$ cat config.mk
export PLATFORM = sky130hd
export DESIGN_NAME = fetch_unit
export DESIGN_NICKNAME = d
export VERILOG_FILES = /design/src/rtl/fetch_unit_pkg.sv /design/src/rtl/fetch_queue.sv /design/src/rtl/fetch_unit.sv
export SDC_FILE = /design/constraint.sdc
export NUM_CORES = 1
export LEC_CHECK = 0
export CAP_MARGIN = 10
export CORE_MARGIN = 3
export CORE_UTILIZATION = 50
export DETAILED_ROUTE_END_ITERATION = 10
export PLACE_DENSITY = 0.82
export SYNTH_ARGS = -nofsm -noshare
export SYNTH_HDL_FRONTEND = slang
export SYNTH_HIERARCHICAL = 1
export SYNTH_SLANG_ARGS = --single-unit
$ cat constraint.sdc
create_clock -name clk -period 3.6 [get_ports clk]
set_input_delay 0.72 -clock clk [delete_from_list [all_inputs] [get_ports clk]]
set_output_delay 0.72 -clock clk [all_outputs]
set_load 0.05 [all_outputs]
$ cat src/rtl/fetch_unit_pkg.sv
// ============================================================================
//  Module      : fetch_unit_pkg
//  Description : Shared constants, entry type and helpers for the Riscv151
//                instruction-fetch front end.
//  Revision    : 1.0 - initial release
// ============================================================================
`default_nettype none

package fetch_unit_pkg;

    localparam int          XLEN               = 32;
    localparam logic [31:0] RESET_PC_DEFAULT   = 32'h4000_0000;
    localparam logic [31:0] INST_NOP           = 32'h0000_0013;
    localparam int          PC_SEL_BIT_DEFAULT = 30;

    // One fetch-queue entry: instruction together with the PC it came from
    typedef struct packed {
        logic [XLEN-1:0] pc;
        logic [XLEN-1:0] inst;
    } fetch_entry_t;

    // Sequential successor of a word-aligned PC (wraps modulo 2^32)
    function automatic logic [XLEN-1:0] next_pc(input logic [XLEN-1:0] pc);
        return pc + XLEN'(4);
    endfunction

endpackage

`default_nettype wire

$ cat src/rtl/fetch_queue.sv
// ============================================================================
//  Module      : fetch_queue
//  Description : DEPTH-entry synchronous FIFO of {pc, inst} pairs with
//                push/pop/clear. No fall-through: a pushed entry is visible
//                the cycle after the push. Clear wins over push and pop.
//  Revision    : 1.0 - initial release
// ============================================================================
`default_nettype none

module fetch_queue
    import fetch_unit_pkg::*;
#(
    parameter int DEPTH = 4
) (
    input  logic                     clk,
    input  logic                     rst,        // asynchronous, active-low
    input  logic                     clear,
    input  logic                     push,
    input  fetch_entry_t             push_data,
    input  logic                     pop,
    output fetch_entry_t             head,
    output logic [$clog2(DEPTH):0]   count,
    output logic                     full,
    output logic                     empty
);

    localparam int PW = $clog2(DEPTH);
    localparam int CW = PW + 1;

    fetch_entry_t    mem [DEPTH];
    logic [PW-1:0]   wr_ptr;
    logic [PW-1:0]   rd_ptr;
    logic            do_push;
    logic            do_pop;

    assign full    = (count == CW'(DEPTH));
    assign empty   = (count == '0);
    // A push into a full queue is only legal when the head leaves in the same cycle
    assign do_push = push & ~clear & (~full | pop);
    assign do_pop  = pop  & ~clear & ~empty;

    // Head is forced to zero while empty so the outputs are clean after reset
    assign head    = empty ? '0 : mem[rd_ptr];

    // Entry storage needs no reset: occupancy is tracked by count
    always_ff @(posedge clk) begin
        if (do_push) begin
            mem[wr_ptr] <= push_data;
        end
    end

    // Pointer and occupancy bookkeeping; pointers wrap naturally (DEPTH is 2^n)
    always_ff @(posedge clk or negedge rst) begin
        if (!rst) begin
            wr_ptr <= '0;
            rd_ptr <= '0;
            count  <= '0;
        end else if (clear) begin
            wr_ptr <= '0;
            rd_ptr <= '0;
            count  <= '0;
        end else begin
            if (do_push) begin
                wr_ptr <= wr_ptr + PW'(1);
            end
            if (do_pop) begin
                rd_ptr <= rd_ptr + PW'(1);
            end
            case ({do_push, do_pop})
                2'b10:   count <= count + CW'(1);
                2'b01:   count <= count - CW'(1);
                default: count <= count;
            endcase
        end
    end

endmodule

`default_nettype wire

$ cat src/rtl/fetch_unit.sv
// ============================================================================
//  Module      : fetch_unit
//  Description : Instruction-fetch front end. Owns the PC, issues word reads
//                to the BIOS and IMEM synchronous memories (source chosen by
//                PC[PC_SEL_BIT]) and buffers {pc, inst} pairs for decode.
//                Handles stall, drain and execute-stage redirect with kill of
//                the in-flight read.
//                Optional macro FETCH_PERF_EN adds push/redirect counters.
//  Revision    : 1.0 - initial release
// ============================================================================
`default_nettype none

module fetch_unit
    import fetch_unit_pkg::*;
#(
    parameter logic [31:0] RESET_PC    = RESET_PC_DEFAULT,
    parameter int          DEPTH       = 4,
    parameter int          BIOS_AWIDTH = 12,
    parameter int          IMEM_AWIDTH = 14,
    parameter int          PC_SEL_BIT  = PC_SEL_BIT_DEFAULT
) (
    input  logic                    clk,
    input  logic                    rst,            // asynchronous, active-low
    input  logic                    fetch_en,
    input  logic                    redirect_valid,
    input  logic [31:0]             redirect_pc,
    output logic [BIOS_AWIDTH-1:0]  bios_addr,
    output logic [IMEM_AWIDTH-1:0]  imem_addr,
    output logic                    mem_rd_en,
    input  logic [31:0]             bios_dout,
    input  logic [31:0]             imem_dout,
    output logic                    inst_valid,
    input  logic                    inst_ready,
    output logic [31:0]             inst,
    output logic [31:0]             inst_pc
`ifdef FETCH_PERF_EN
    ,
    output logic [31:0]             fetch_count,
    output logic [31:0]             flush_count
`endif
);

    localparam int          CW      = $clog2(DEPTH) + 1;
    localparam logic [CW:0] DEPTH_W = (CW+1)'(DEPTH);

    logic [31:0]   pc_q;
    logic          inflight;
    logic [31:0]   resp_pc;
    logic          resp_sel;

    logic [31:0]   fetch_pc;
    logic          pop;
    logic          push;
    logic          issue;
    logic          has_room;
    logic [CW:0]   occupancy;
    logic [CW-1:0] q_count;
    logic          q_full;
    logic          q_empty;
    fetch_entry_t  q_head;
    fetch_entry_t  push_data;

    // Redirect target replaces the sequential PC in the very cycle it arrives
    assign fetch_pc  = redirect_valid ? (redirect_pc & ~32'd3) : pc_q;
    assign bios_addr = fetch_pc[BIOS_AWIDTH+1:2];
    assign imem_addr = fetch_pc[IMEM_AWIDTH+1:2];

    // Queue entries plus the read still in flight must never exceed DEPTH
    assign occupancy = {1'b0, q_count} + {{CW{1'b0}}, inflight};
    assign has_room  = (occupancy < DEPTH_W);

    assign pop       = inst_valid & inst_ready & ~redirect_valid;
    // Gated with rst so no read is reported while reset is held
    assign issue     = rst & (redirect_valid | (fetch_en & (has_room | pop)));
    assign mem_rd_en = issue;

    // A response landing in a redirect cycle belongs to the killed path
    assign push           = inflight & ~redirect_valid;
    assign push_data.pc   = resp_pc;
    assign push_data.inst = resp_sel ? bios_dout : imem_dout;

    assign inst_valid = ~q_empty;
    assign inst       = q_head.inst;
    assign inst_pc    = q_head.pc;

    fetch_queue #(
        .DEPTH      (DEPTH)
    ) u_queue (
        .clk        (clk),
        .rst        (rst),
        .clear      (redirect_valid),
        .push       (push),
        .push_data  (push_data),
        .pop        (pop),
        .head       (q_head),
        .count      (q_count),
        .full       (q_full),
        .empty      (q_empty)
    );

    // PC and in-flight response tracking
    always_ff @(posedge clk or negedge rst) begin
        if (!rst) begin
            pc_q     <= RESET_PC;
            inflight <= 1'b0;
            resp_pc  <= '0;
            resp_sel <= 1'b0;
        end else begin
            inflight <= issue;
            if (issue) begin
                pc_q     <= next_pc(fetch_pc);
                resp_pc  <= fetch_pc;
                resp_sel <= fetch_pc[PC_SEL_BIT];
            end
        end
    end

`ifdef FETCH_PERF_EN
    // Event counters: queue pushes and redirects, free-running with wrap
    always_ff @(posedge clk or negedge rst) begin
        if (!rst) begin
            fetch_count <= '0;
            flush_count <= '0;
        end else begin
            if (push) begin
                fetch_count <= fetch_count + 32'd1;
            end
            if (redirect_valid) begin
                flush_count <= flush_count + 32'd1;
            end
        end
    end
`endif

    // q_full only matters inside the queue; keep it observable for lint
    logic unused_ok;
    assign unused_ok = q_full;

endmodule

`default_nettype wire

# [After elaboration in Yosys (flattened, before gate mapping)]
# Memories as Yosys holds them, arrays and structs flattened.
# Index checks and enable logic that the tools add are counted.
[word_totals] reg_bits=73 mem_bits_rw=256 inputBits=101 output_inout_bits=92 wordCells=48 mem_count=1
[memory_table] memory="u_queue.mem" words=4 width=64 rd=1 rd_clocked_by_memory_dff=0 wr=1 line="fetch_queue.sv:30" text="fetch_entry_t mem [DEPTH];"
[classes] n_addsub=6 magnitude_cmp=1 n_eq_ne=3 muxes=11 n_bitwise=15 n_reduce_logical=4
[ops] op="32-bit 2-to-1 mux" count=2
[ops] op="64-bit 2-to-1 mux" count=1
[ops] op="32-bit by 3-bit adder with 32-bit output (second input constant)" count=1
[ops] op="1-bit AND" count=9
[ops] op="2-bit 2-to-1 mux" count=4
[ops] op="3-bit case mux with 2 select lines" count=1
[ops] op="2-bit by 1-bit adder with 2-bit output (second input constant)" count=2
[ops] op="3-bit by 1-bit adder with 4-bit output" count=1
[ops] op="4-bit by 3-bit less-than comparator with 1-bit output (second input constant)" count=1
[ops] op="2-bit nonzero test" count=2
[ops] op="3-bit by 1-bit adder with 3-bit output (second input constant)" count=1
[ops] op="3-bit == test (second input constant)" count=1
[ops] op="3-bit logical NOT" count=1
[ops] op="3-bit 2-to-1 mux" count=1
[ops] op="1-bit NOT" count=3
[ops] op="1-bit bitwise OR" count=3
[ops] op="3-bit nonzero test" count=1
[ops] op="3-bit by 1-bit subtractor with 3-bit output (second input constant)" count=1
[ops] op="2-bit by 1-bit == test with 1-bit output (second input constant)" count=1
[ops] op="2-bit == test (second input constant)" count=1
[ops] op="1-bit 2-to-1 mux" count=2

# [Depth between registers and ports, before layout]
# Gate-level depths: netlist of the first run.
[depth] word_depth=9 mapped_depth=16

# [Hierarchy]
# Netlist of the first run, hierarchy kept.
[by_module_without_submodules] mod="fetch_queue" n_inst=1 cells_per_inst=470 area_each_um2=10219.8 seq_area_each_um2=7862.5
[by_module_without_submodules] mod="fetch_unit" n_inst=1 cells_per_inst=485 area_each_um2=4346.7 seq_area_each_um2=1527.7

# [Least setup slack after synthesis of the first run]
# No wires, ideal clock.
[synth_timing] path_type="input-to-reg" start="input port redirect_valid" end="memory u_queue/mem[0][0] (netlist bit) (enable)" setup_ns=0.429 arrival_ns=3.927 required_ns=3.171 setup_slack_ns=-0.756 stages=11 path_buffers=7 path_cell_list="buf_6 -> buf_12 -> buf_12 -> buf_2 -> buf_2 -> buf_2 -> buf_1 -> nor2b_1 -> nand2b_1 -> a21oi_2 -> and2_1"
[synth_between] elab_chain_len=6
[synth_rtl] item="start: declaration" line="fetch_unit.sv:25" text="input logic redirect_valid,"
[synth_rtl] item="1-bit NOT" line="fetch_unit.sv:78" text="assign push = inflight & ~redirect_valid;"
[synth_rtl] item="1-bit AND" line="fetch_unit.sv:78"
[synth_rtl] item="named net push" line="fetch_unit.sv:53" text="logic push;"
[synth_rtl] item="1-bit AND (2 in a row)" line="fetch_queue.sv:39" text="assign do_push = push & ~clear & (~full | pop);"
[synth_rtl] item="1-bit 2-to-1 mux" line="fetch_queue.sv:47" text="if (do_push) begin"
[synth_rtl] item="1-bit 2-to-1 mux (not written as such)" line="fetch_queue.sv:48" text="mem[wr_ptr] <= push_data;"
[synth_rtl] item="end: declaration" line="fetch_queue.sv:30"
# The timed path passes the listed nets, and every way through them passes these cells.

# [Final worst setup path of the first run]
[layout_timing] start="register u_queue.rd_ptr[0]" end="output port inst[2]"
[layout_between] elab_chain_len=2
[layout_rtl] item="start: declaration" line="fetch_queue.sv:32" text="logic [PW-1:0] rd_ptr;"
[layout_rtl] item="start signal: assignment" line="fetch_queue.sv:67" text="rd_ptr <= rd_ptr + PW'(1);"
[layout_rtl] item="memory read 4 x 64 bit"
[layout_rtl] item="64-bit 2-to-1 mux" line="fetch_queue.sv:43" text="assign head = empty ? '0 : mem[rd_ptr];"
[layout_rtl] item="end: declaration" line="fetch_unit.sv:34" text="output logic [31:0] inst,"
# No other way between the ends.

==> flow_metrics.env, run 1 <==
export IMPL_max_cap_violations=0
export IMPL_post_route_period_util=0.946
export IMPL_worstPathCellList="buf_12 -> mux4_2 -> and2_1 -> clkdlybuf4s50_1"
export IMPL_synth_distinct_cells=69
export IMPL_antenna_found_initial=0
export IMPL_synth_avg_cell_area_um2=15.3
export IMPL_cp_startpoint="u_queue/rd_ptr[0]"
export IMPL_slew_viol_final=0
export IMPL_path_clk_slew_ps=60
export IMPL_rr_worst_depth=12
export IMPL_insertion_delay_ps=510
export IMPL_nNetsFinal=1248
export IMPL_grtUsageTotal=0.191
export IMPL_final_util=0.633
export IMPL_cts_tree="built"
export IMPL_crit_type="flip-flop to primary output"
export IMPL_mostFrequentLayoutCells="edfxtp_1 (256), clkdlybuf4s50_1 (174), and2_1 (67)"
export IMPL_critical_path_max_stage_delay_ps=720
export IMPL_hold_path_class="input port to asynchronous set/reset pin"
export IMPL_yosysSeqAreaShare=0.645
export IMPL_area_delta_synth_final_pct=22.7
export IMPL_max_freq_ghz=0.294
export IMPL_critPathBufInv=2
export IMPL_peakVddDrop_mv=0.330
export IMPL_p_per_area_mw_per_mm2=515
export IMPL_hold_slack_ps=306
export IMPL_grt_max_degree=79
export IMPL_io_pins=193
export IMPL_synth_ff_type="edfxtp_1"
export IMPL_startpoint_type="flip-flop"
export IMPL_antenna_cells=0
export IMPL_ys_seq_elements=324
export IMPL_netlist_area_mm2=0.0146
export IMPL_first_pass_iters=5
export IMPL_synth_simple_area_share=0.0942
export IMPL_htreeDepth=2
export IMPL_ys_async_sr_fraction=0.210
export IMPL_final_common_cell="edfxtp_1"
export IMPL_drt_iter0_markers=711
export IMPL_rsz0062_at_grt="false"
export IMPL_root_buffer="clkbuf_16"
export IMPL_fillCellCount=2053
export IMPL_path_max_fanout=35
export IMPL_clkSinkCount=324
export IMPL_synth_edff_count=256
export IMPL_hold_buffers=0
export IMPL_start_util=0.516
export IMPL_synth_adder_area_share=0.00567
export IMPL_avgViaCountPerCell=5.60
export IMPL_p_leak_nw=6.11
export IMPL_rows=61
export IMPL_end_kind="primary output"
export IMPL_status="finished clean"
export IMPL_synthMuxAreaShare=0.143
export IMPL_final_cell_area_mm2=0.0179
export IMPL_dieWidth_um=177
export IMPL_rrSetupSlack_ps=590
export IMPL_synth_warnings=6
export IMPL_vias=8652
export IMPL_grt_pass1_wl_mm=47.3
export IMPL_r2r_start="u_queue/count[0]"
export IMPL_wl_mm=30.0
export IMPL_cts_buffer_depth=3
export IMPL_hold_viol=0
export IMPL_post_cts_buffers=0
export IMPL_cts_buffers=34
export IMPL_core_region_area_mm2=0.0282
export IMPL_setup_viol=0
export IMPL_slew_headroom=0.410
export IMPL_routabilityCongestion=0.872
export IMPL_die_area_mm2=0.0312
export IMPL_drt_wirelength_per_cell_um=19.4
export IMPL_crit_required_ps=2880
export IMPL_final_antenna_net_count=0
export IMPL_synth_cells=955
export IMPL_placed_area_mm2=0.0169
export IMPL_crit_slowest_cell="clkdlybuf4s50_1"
export IMPL_crit_family="buffers and inverters"
export IMPL_synth_top_family_by_area="multiplexers"
export IMPL_ctsResizeCount=0
export IMPL_synth_xor_area_frac=0.0180
export IMPL_drc=0
export IMPL_skew_ps=14.8
export IMPL_rr_endpoint="u_queue/count[2]"
export IMPL_tightest_slew_ps=885
export IMPL_place_port_buffers=190
export IMPL_finalPower_w=0.00921
export IMPL_grt_overflow=0
export IMPL_grt_pass1_vias=8784
export IMPL_die_h_um=177
export IMPL_synth_compound_area_share=0.0548
export IMPL_layout_drive_gt1_share=0.189
export IMPL_hpwl_mm=19.2
export IMPL_critPathArrivalTime_ps=2690
export IMPL_post_route_min_period_ps=3410
-- where the power goes --
part / internal (W) / switching, W
sequential: 0.00431 / 0.000197
combinational: 0.000613 / 0.000922
clock: 0.00180 / 0.00137
-- worst max path at each step --
stage / end / cells after the start
2_1_floorplan: u_queue/mem[0][0] / 11
3_3_place_gp: imem_addr[3] / 4
3_5_place_dp: u_queue/count[2] / 11
4_1_cts: inst_pc[17] / 4
5_1_grt: inst_pc[17] / 4
6_report: inst[2] / 4
-- cells by family (layout without fill, tap and decap cells) --
kind of cell | after synthesis | in the layout
simple gates | 253 | 253
mux | 123 | 123
buf+inv | 99 | 304
compound gates | 119 | 119
flops | 324 | 324
other cells | 1 | 8
fa+ha+maj | 6 | 6
xor+xnor | 30 | 30
-- routing by layer --
| layer | track usage | wire [um] | up-vias |
|---|---|---|---|
| li1 | - | - | 3997 |
| met1 | 0.270 | 13000 | 4302 |
| met2 | 0.315 | 14400 | 321 |
| met3 | 0.0350 | 2200 | 32 |
| met4 | 0.0386 | 372 | 0 |
| met5 | 0 | 0 | - |
-- state kept, by name, indices dropped and copies added (netlist names) --
register,flops
u_queue/wr_ptr,2
u_queue/mem,256
resp_pc,30
pc_q,30
u_queue/rd_ptr,2
inflight,1
u_queue/count,3
-- cells in the mapped netlist (4+ instances only) --
cell type / instances / share of area
edfxtp_1: 256 / 0.53
and2_1: 71 / 0.030
dfrtp_1: 67 / 0.12
mux4_2: 64 / 0.099
nand2_1: 54 / 0.014
nor2_1: 44 / 0.011
a21oi_1: 43 / 0.015
mux2_2: 39 / 0.030
buf_4: 28 / 0.014
nand3_1: 25 / 0.0086
clkbuf_1: 22 / 0.0057
mux2i_1: 20 / 0.014
o21ai_0: 19 / 0.0065
xnor2_1: 18 / 0.011
buf_2: 17 / 0.0058
inv_1: 17 / 0.0044
nand3b_1: 12 / 0.0062
xor2_1: 12 / 0.0072
nor2b_1: 10 / 0.0043
nor3_1: 10 / 0.0034
a31oi_1: 6 / 0.0026
a32o_1: 6 / 0.0041
buf_1: 6 / 0.0015
buf_6: 6 / 0.0046
nand4_1: 6 / 0.0026
a222oi_1: 5 / 0.0034
ha_1: 5 / 0.0043
o22a_1: 4 / 0.0024
-- layout make-up --
class	count	area (um^2)	share of cell area
multi-input combinational	539	4640	0.260
clock buffer	46	916	0.0512
inverter	18	67.6	0.00378
clock inverter	16	105	0.00588
sequential	324	9400	0.526
tap	378	473	0.0265
timing repair buffer	224	2270	0.127
-- stage by stage --
step           TNS, ps  setup WS (ps)  cells
2_1_floorplan   -16650          -65.1    962
3_3_place_gp         0            392   1483
3_5_place_dp         0            352   1483
4_1_cts              0            145   1545
5_1_grt              0           68.1   1545
6_report             0            193   1545
Power figures use the tool's default switching activity.
==> run 2: changes to the inputs <==
--- a/config.mk
+++ b/config.mk
@@ -5,6 +5,7 @@
 export SDC_FILE = /design/constraint.sdc
 export NUM_CORES = 1
 export LEC_CHECK = 0
+export ABC_AREA = 1
 export CAP_MARGIN = 10
 export CORE_MARGIN = 3
 export CORE_UTILIZATION = 50
==> run 2 against run 1 <==
Sequential share of layout area increased by 1.1 points. Global-route usage increased by 1.1 points. Synthesized area increased by 0.14%. Core utilization decreased by 1.3 points. Final area decreased by 2.1%. First-iteration DRC count increased by 23%. Via count increased by 18%. Clock power increased by 2%. Critical path type unchanged. Final cell count increased by 27%.
==> flow_metrics.env, run 2 <==
export IMPL_status="finished clean"
export IMPL_largest_reg_flops=256
export IMPL_critPathArrivalTime_ps=2530
export IMPL_rsz0062_at_grt="false"
export IMPL_end_kind="primary output"
export IMPL_slew_headroom=0.405
export IMPL_top_register="u_queue/mem"
export IMPL_max_cap_violations=0
export IMPL_place_port_buffers=190
export IMPL_p_leak_nw=6.76
export IMPL_drt_iter0_markers=872
export IMPL_core_region_area_mm2=0.0282
export IMPL_path_max_fanout=65
export IMPL_crit_slowest_cell="dfrtp_2"
export IMPL_first_pass_iters=5
export IMPL_grt_pass1_wl_mm=50.3
export IMPL_netlist_area_mm2=0.0146
export IMPL_rr_worst_depth=15
export IMPL_die_area_mm2=0.0313
export IMPL_ctsResizeCount=0
export IMPL_die_h_um=177
export IMPL_wl_mm=32.2
export IMPL_htreeDepth=2
export IMPL_cts_tree="built"
export IMPL_hpwl_mm=19.3
export IMPL_grt_overflow=0
export IMPL_rows=61
export IMPL_final_util=0.620
export IMPL_grt_pass1_vias=9869
export IMPL_area_delta_synth_final_pct=19.9
export IMPL_hold_viol=0
export IMPL_critPathBufInv=3
export IMPL_crit_required_ps=2880
export IMPL_finalPower_w=0.00859
export IMPL_worstPathCellList="inv_2 -> buf_12 -> nor2_1 -> o21ai_0 -> a21oi_1 -> buf_4"
export IMPL_top_regs="u_queue/mem (256), pc_q (30), resp_pc (30)"
export IMPL_peakVddDrop_mv=0.290
export IMPL_synth_cells=1402
export IMPL_final_common_cell="nor2_1"
export IMPL_cts_buffers=34
export IMPL_grt_max_degree=130
export IMPL_cp_num_cells=6
export IMPL_cp_startpoint="u_queue/rd_ptr[1]"
export IMPL_r2r_start="u_queue/count[0]"
export IMPL_hold_path_class="input port to asynchronous set/reset pin"
export IMPL_nNetsFinal=1661
export IMPL_clkSinkCount=324
export IMPL_critical_path_max_stage_delay_ps=770
export IMPL_grtUsageTotal=0.201
export IMPL_hold_buffers=0
export IMPL_drt_wirelength_per_cell_um=16.4
export IMPL_synth_warnings=6
export IMPL_skew_ps=12.8
export IMPL_root_buffer="clkbuf_16"
export IMPL_io_pins=193
export IMPL_fin_cells=1957
export IMPL_post_route_min_period_ps=3250
export IMPL_slew_viol_final=0
export IMPL_startpoint_type="flip-flop"
export IMPL_post_cts_buffers=0
export IMPL_routabilityCongestion=0.914
export IMPL_avgViaCountPerCell=5.24
export IMPL_dieWidth_um=177
export IMPL_synth_avg_cell_area_um2=10.4
export IMPL_antenna_cells=0
export IMPL_vias=10300
export IMPL_crit_family="flip-flops"
export IMPL_max_freq_ghz=0.308
export IMPL_dp_cells=1896
export IMPL_drc=0
export IMPL_crit_type="flip-flop to primary output"
export IMPL_path_clk_slew_ps=60
export IMPL_final_antenna_net_count=0
export IMPL_insertion_delay_ps=500
export IMPL_post_route_period_util=0.901
export IMPL_tightest_slew_ps=893
export IMPL_antenna_found_initial=1
export IMPL_setup_viol=0
export IMPL_cts_buffer_depth=3
export IMPL_layout_drive_gt1_share=0.158
export IMPL_start_util=0.517
export IMPL_mostFrequentLayoutCells="nor2_1 (281), edfxtp_1 (256), nand2_1 (244)"
export IMPL_p_per_area_mw_per_mm2=491
## run 2: report_power, final
group / total (W) / switching (W) / internal (W)
Clock: 0.00323 / 0.00133 / 0.00190
Sequential: 0.00440 / 0.000136 / 0.00427
Combinational: 0.000957 / 0.000608 / 0.000349
## run 2: worst paths after layout
check                                         end  slack [ps]
worst min register to register           pc_q[30]         470
min in group clk                         pc_q[30]         470
worst max register to register   u_queue/count[2]        1230
worst min-delay path                      pc_q[8]         430
worst max-delay path                  inst_pc[20]         350
max in group asynchronous       u_queue/rd_ptr[0]        2490
## run 2: area by class of cell
class / count / area, um^2
multi-input combinational: 927 / 4410
tap: 378 / 473
timing repair buffer: 207 / 1950
fill: 2222 / 10700
sequential: 324 / 9400
inverter: 60 / 231
clock inverter: 16 / 109
clock buffer: 45 / 933
## run 2: worst reg2reg max path: cells and delay by family (launching register included)
kind / cells / cell delay (ps)
buffers and inverters: 3 / 200
and+or+nand+nor: 10 / 1020
DFF: 1 / 450
xor gates and xnor gates: 1 / 200
adders and majority gates: 1 / 370
## run 2: routing by layer
layer	global-route usage	up-vias	routed length, um
li1	-	4991	-
met4	0.0707	2	945
met2	0.329	395	15000
met3	0.0414	64	2500
met5	0	-	7
met1	0.271	4800	13700
## run 2: metrics by stage
stage	TNS [ps]	cell area [um^2]	worst slack [ps]	hold slack, ps
after floorplan	-85360	14600	-333	424
after global placement	0	16500	599	459
after detailed placement	0	16500	561	467
after CTS	0	17500	364	468
after global routing	0	17500	234	495
final	0	17500	355	434
==> run 3: changes to the inputs <==
--- a/config.mk
+++ b/config.mk
@@ -10,8 +10,7 @@
 export CORE_MARGIN = 3
 export CORE_UTILIZATION = 50
 export DETAILED_ROUTE_END_ITERATION = 10
-export PLACE_DENSITY = 0.82
+export PLACE_DENSITY = 0.83
 export SYNTH_ARGS = -nofsm -noshare
 export SYNTH_HDL_FRONTEND = slang
-export SYNTH_HIERARCHICAL = 1
 export SYNTH_SLANG_ARGS = --single-unit
==> run 3 against run 2 <==
Synthesized cell count shrank 0.93%. Non-clock buffer count grew 5. Sequential power grew 6.6%. Worst setup slack lost 52 ps. Core utilization grew 3.7 points. Die area shrank 2.5%. Count of clock-buffer cells in the layout shrank 8. Maximum frequency shrank 1.6%. Total power grew 64%. Clock skew shrank 2.7 ps. Via count grew 0.53%.
==> flow_metrics.env, run 3 <==
export IMPL_grt_pass1_wl_mm=52.9
export IMPL_met3_usage=0.0335
export IMPL_avgViaCountPerCell=5.32
export IMPL_grtUsageTotal=0.213
export IMPL_dieWidth_um=175
export IMPL_cts_buffers=31
export IMPL_drc=0
export IMPL_end_kind="primary output"
export IMPL_synth_warnings=0
export IMPL_path_max_fanout=54
export IMPL_area_delta_synth_final_pct=29.0
export IMPL_max_cap_violations=0
export IMPL_slew_viol_final=0
export IMPL_placed_area_mm2=0.0172
export IMPL_tightest_slew_ps=898
export IMPL_start_util=0.509
export IMPL_drt_wirelength_per_cell_um=17.0
export IMPL_netlist_area_mm2=0.0142
export IMPL_hold_path_class="input port to asynchronous set/reset pin"
export IMPL_critPathArrivalTime_ps=2580
export IMPL_max_freq_ghz=0.303
export IMPL_vias=10300
export IMPL_grt_busiest_layer="met2"
export IMPL_ys_top_cells_by_area="edfxtp_1 (52%), dfrtp_1 (12%), nor2_1 (8.4%), nand2_1 (6.3%), o21ai_0 (5.7%)"
export IMPL_final_cell_area_mm2=0.0183
export IMPL_layout_drive_gt1_share=0.159
export IMPL_synthTopCellsByCount="nor2_1 (318), edfxtp_1 (248), nand2_1 (240)"
export IMPL_startpoint_type="flip-flop"
export IMPL_root_buffer="clkbuf_16"
export IMPL_ctsResizeCount=0
export IMPL_synth_avg_cell_area_um2=10.2
export IMPL_fin_ws_ps=302
export IMPL_hold_viol=0
export IMPL_grt_use_met1=0.288
export IMPL_p_leak_nw=6.98
export IMPL_grt_max_degree=126
export IMPL_ys_seq_elements=316
export IMPL_core_region_area_mm2=0.0279
export IMPL_final_antenna_net_count=0
export IMPL_synth_most_common_cell="nor2_1"
export IMPL_htreeDepth=1
export IMPL_mostFrequentLayoutCells="nor2_1 (314), edfxtp_1 (248), nand2_1 (239)"
export IMPL_synth_top_area_frac=0.524
export IMPL_place_port_buffers=188
export IMPL_final_util=0.656
export IMPL_final_common_cell="nor2_1"
export IMPL_ys_async_sr_fraction=0.215
export IMPL_die_area_mm2=0.0305
export IMPL_hold_buffers=0
export IMPL_p_per_area_mw_per_mm2=770
export IMPL_die_h_um=175
export IMPL_hold_slack_ps=379
export IMPL_rsz0062_at_grt="false"
export IMPL_cts_buffer_depth=3
export IMPL_synth_cells=1389
export IMPL_insertion_delay_ps=540
export IMPL_drt_iter0_markers=865
export IMPL_post_route_period_util=0.916
export IMPL_post_route_min_period_ps=3300
export IMPL_rows=61
export IMPL_largest_reg_flops=248
export IMPL_setup_viol=0
export IMPL_status="finished clean"
export IMPL_yosysSeqAreaShare=0.644
export IMPL_cts_tree="built"
export IMPL_top_register="u_queue.mem"
export IMPL_crit_type="flip-flop to primary output"
export IMPL_peakVddDrop_mv=0.398
export IMPL_antenna_found_initial=0
export IMPL_grt_overflow=0
export IMPL_antenna_cells=0
export IMPL_path_clk_slew_ps=70
export IMPL_grt_pass1_vias=10300
export IMPL_slew_headroom=0.402
export IMPL_pre_cts_slack_ps=474
export IMPL_crit_required_ps=2880
export IMPL_hpwl_mm=20.5
export IMPL_synth_ff_type="edfxtp_1"
export IMPL_post_cts_buffers=0
export IMPL_synth_edff_count=248
export IMPL_synth_distinct_cells=37
export IMPL_met2_usage=0.368
export IMPL_fillCellCount=2049
export IMPL_yosys_area_top_type="edfxtp_1"
export IMPL_top_regs="u_queue.mem (248), pc_q (30), resp_pc (30)"
export IMPL_io_pins=193
export IMPL_skew_ps=10.0
export IMPL_clkSinkCount=316
export IMPL_nNetsFinal=1644
export IMPL_first_pass_iters=6
export IMPL_wl_mm=33.0
export IMPL_routabilityCongestion=0.889
==> run 3: cell types whose count changed in the layout (fill, tap and decap cells not counted), sizes merged, moves of 8 or more <==
cell / previous run / this run
a31oi: 0 / 10
clkbuf: 45 / 37
edfxtp: 256 / 248
nand2: 271 / 258
nor2: 306 / 331
o21ai: 176 / 162
==> run 3: layout make-up <==
| type | count | area (um^2) | area share |
|---|---|---|---|
| Clock inverter | 20 | 290 | 0.0158 |
| Timing Repair Buffer | 212 | 3040 | 0.166 |
| Inverter | 56 | 215 | 0.0117 |
| Clock buffer | 37 | 828 | 0.0452 |
| Sequential cell | 316 | 9160 | 0.499 |
| Tap cell | 378 | 473 | 0.0258 |
| Multi-Input combinational cell | 920 | 4340 | 0.237 |
==> run 3: worst max-delay path, stage by stage (launching register included) <==
cell	delay, ps
dfrtp_4	500
inv_2	300
buf_4	480
o21ai_0	180
a21oi_1	350
buf_12	190
==> run 3: power breakdown <==
part	total (W)	leakage, nW	switching [W]	internal [W]
sequential	0.00469	3.08	0.000275	0.00442
combinational	0.00597	3.37	0.00357	0.00239
clock	0.00346	0.540	0.00132	0.00214
==> run 3: metal layers <==
metal,share of wire,wire length [um],vias up
li1,-,-,4941
met1,0.41,13500,4855
met2,0.49,16200,457
met3,0.083,2730,53
met4,0.017,550,0
met5,0,0,-
==> run 3: stage by stage <==
| stage | power (W) | instances | setup TNS (ps) |
|---|---|---|---|
| 6_report | 0.0141 | 1939 | 0 |
| 5_1_grt | 0.0147 | 1939 | 0 |
| 4_1_cts | 0.0142 | 1939 | 0 |
| 3_5_place_dp | 0.0107 | 1882 | 0 |
| 3_3_place_gp | 0.0106 | 1882 | 0 |
| 2_1_floorplan | 0.00792 | 1390 | -195640 |
==> run 3: logic make-up (layout without fill, tap and decap cells) <==
group,count (synthesis),in the layout,share of synthesized area
compound gates,244,244,0.0879
mux,32,32,0.0254
other cells,1,2,0.000264
fa+ha+maj,6,6,0.00581
xor+xnor,5,5,0.00308
simple gates,631,631,0.180
flops,316,316,0.644
buf+inv,154,325,0.0537
==> run 3: worst paths after layout <==
check / start / endpoint / slack, ps / cells after the start
setup / recovery: u_queue.rd_ptr[0] / inst_pc[25] / 300 / 5
hold / removal: rst / pc_q[18] / 380 / 2
setup reg to reg: u_queue.count[1] / u_queue.count[2] / 1370 / 11
hold reg to reg: pc_q[30] / pc_q[30] / 470 / 2
max in group asynchronous: rst / u_queue.rd_ptr[0] / 2530 / 2
min in group clk: pc_q[30] / pc_q[30] / 470 / 2
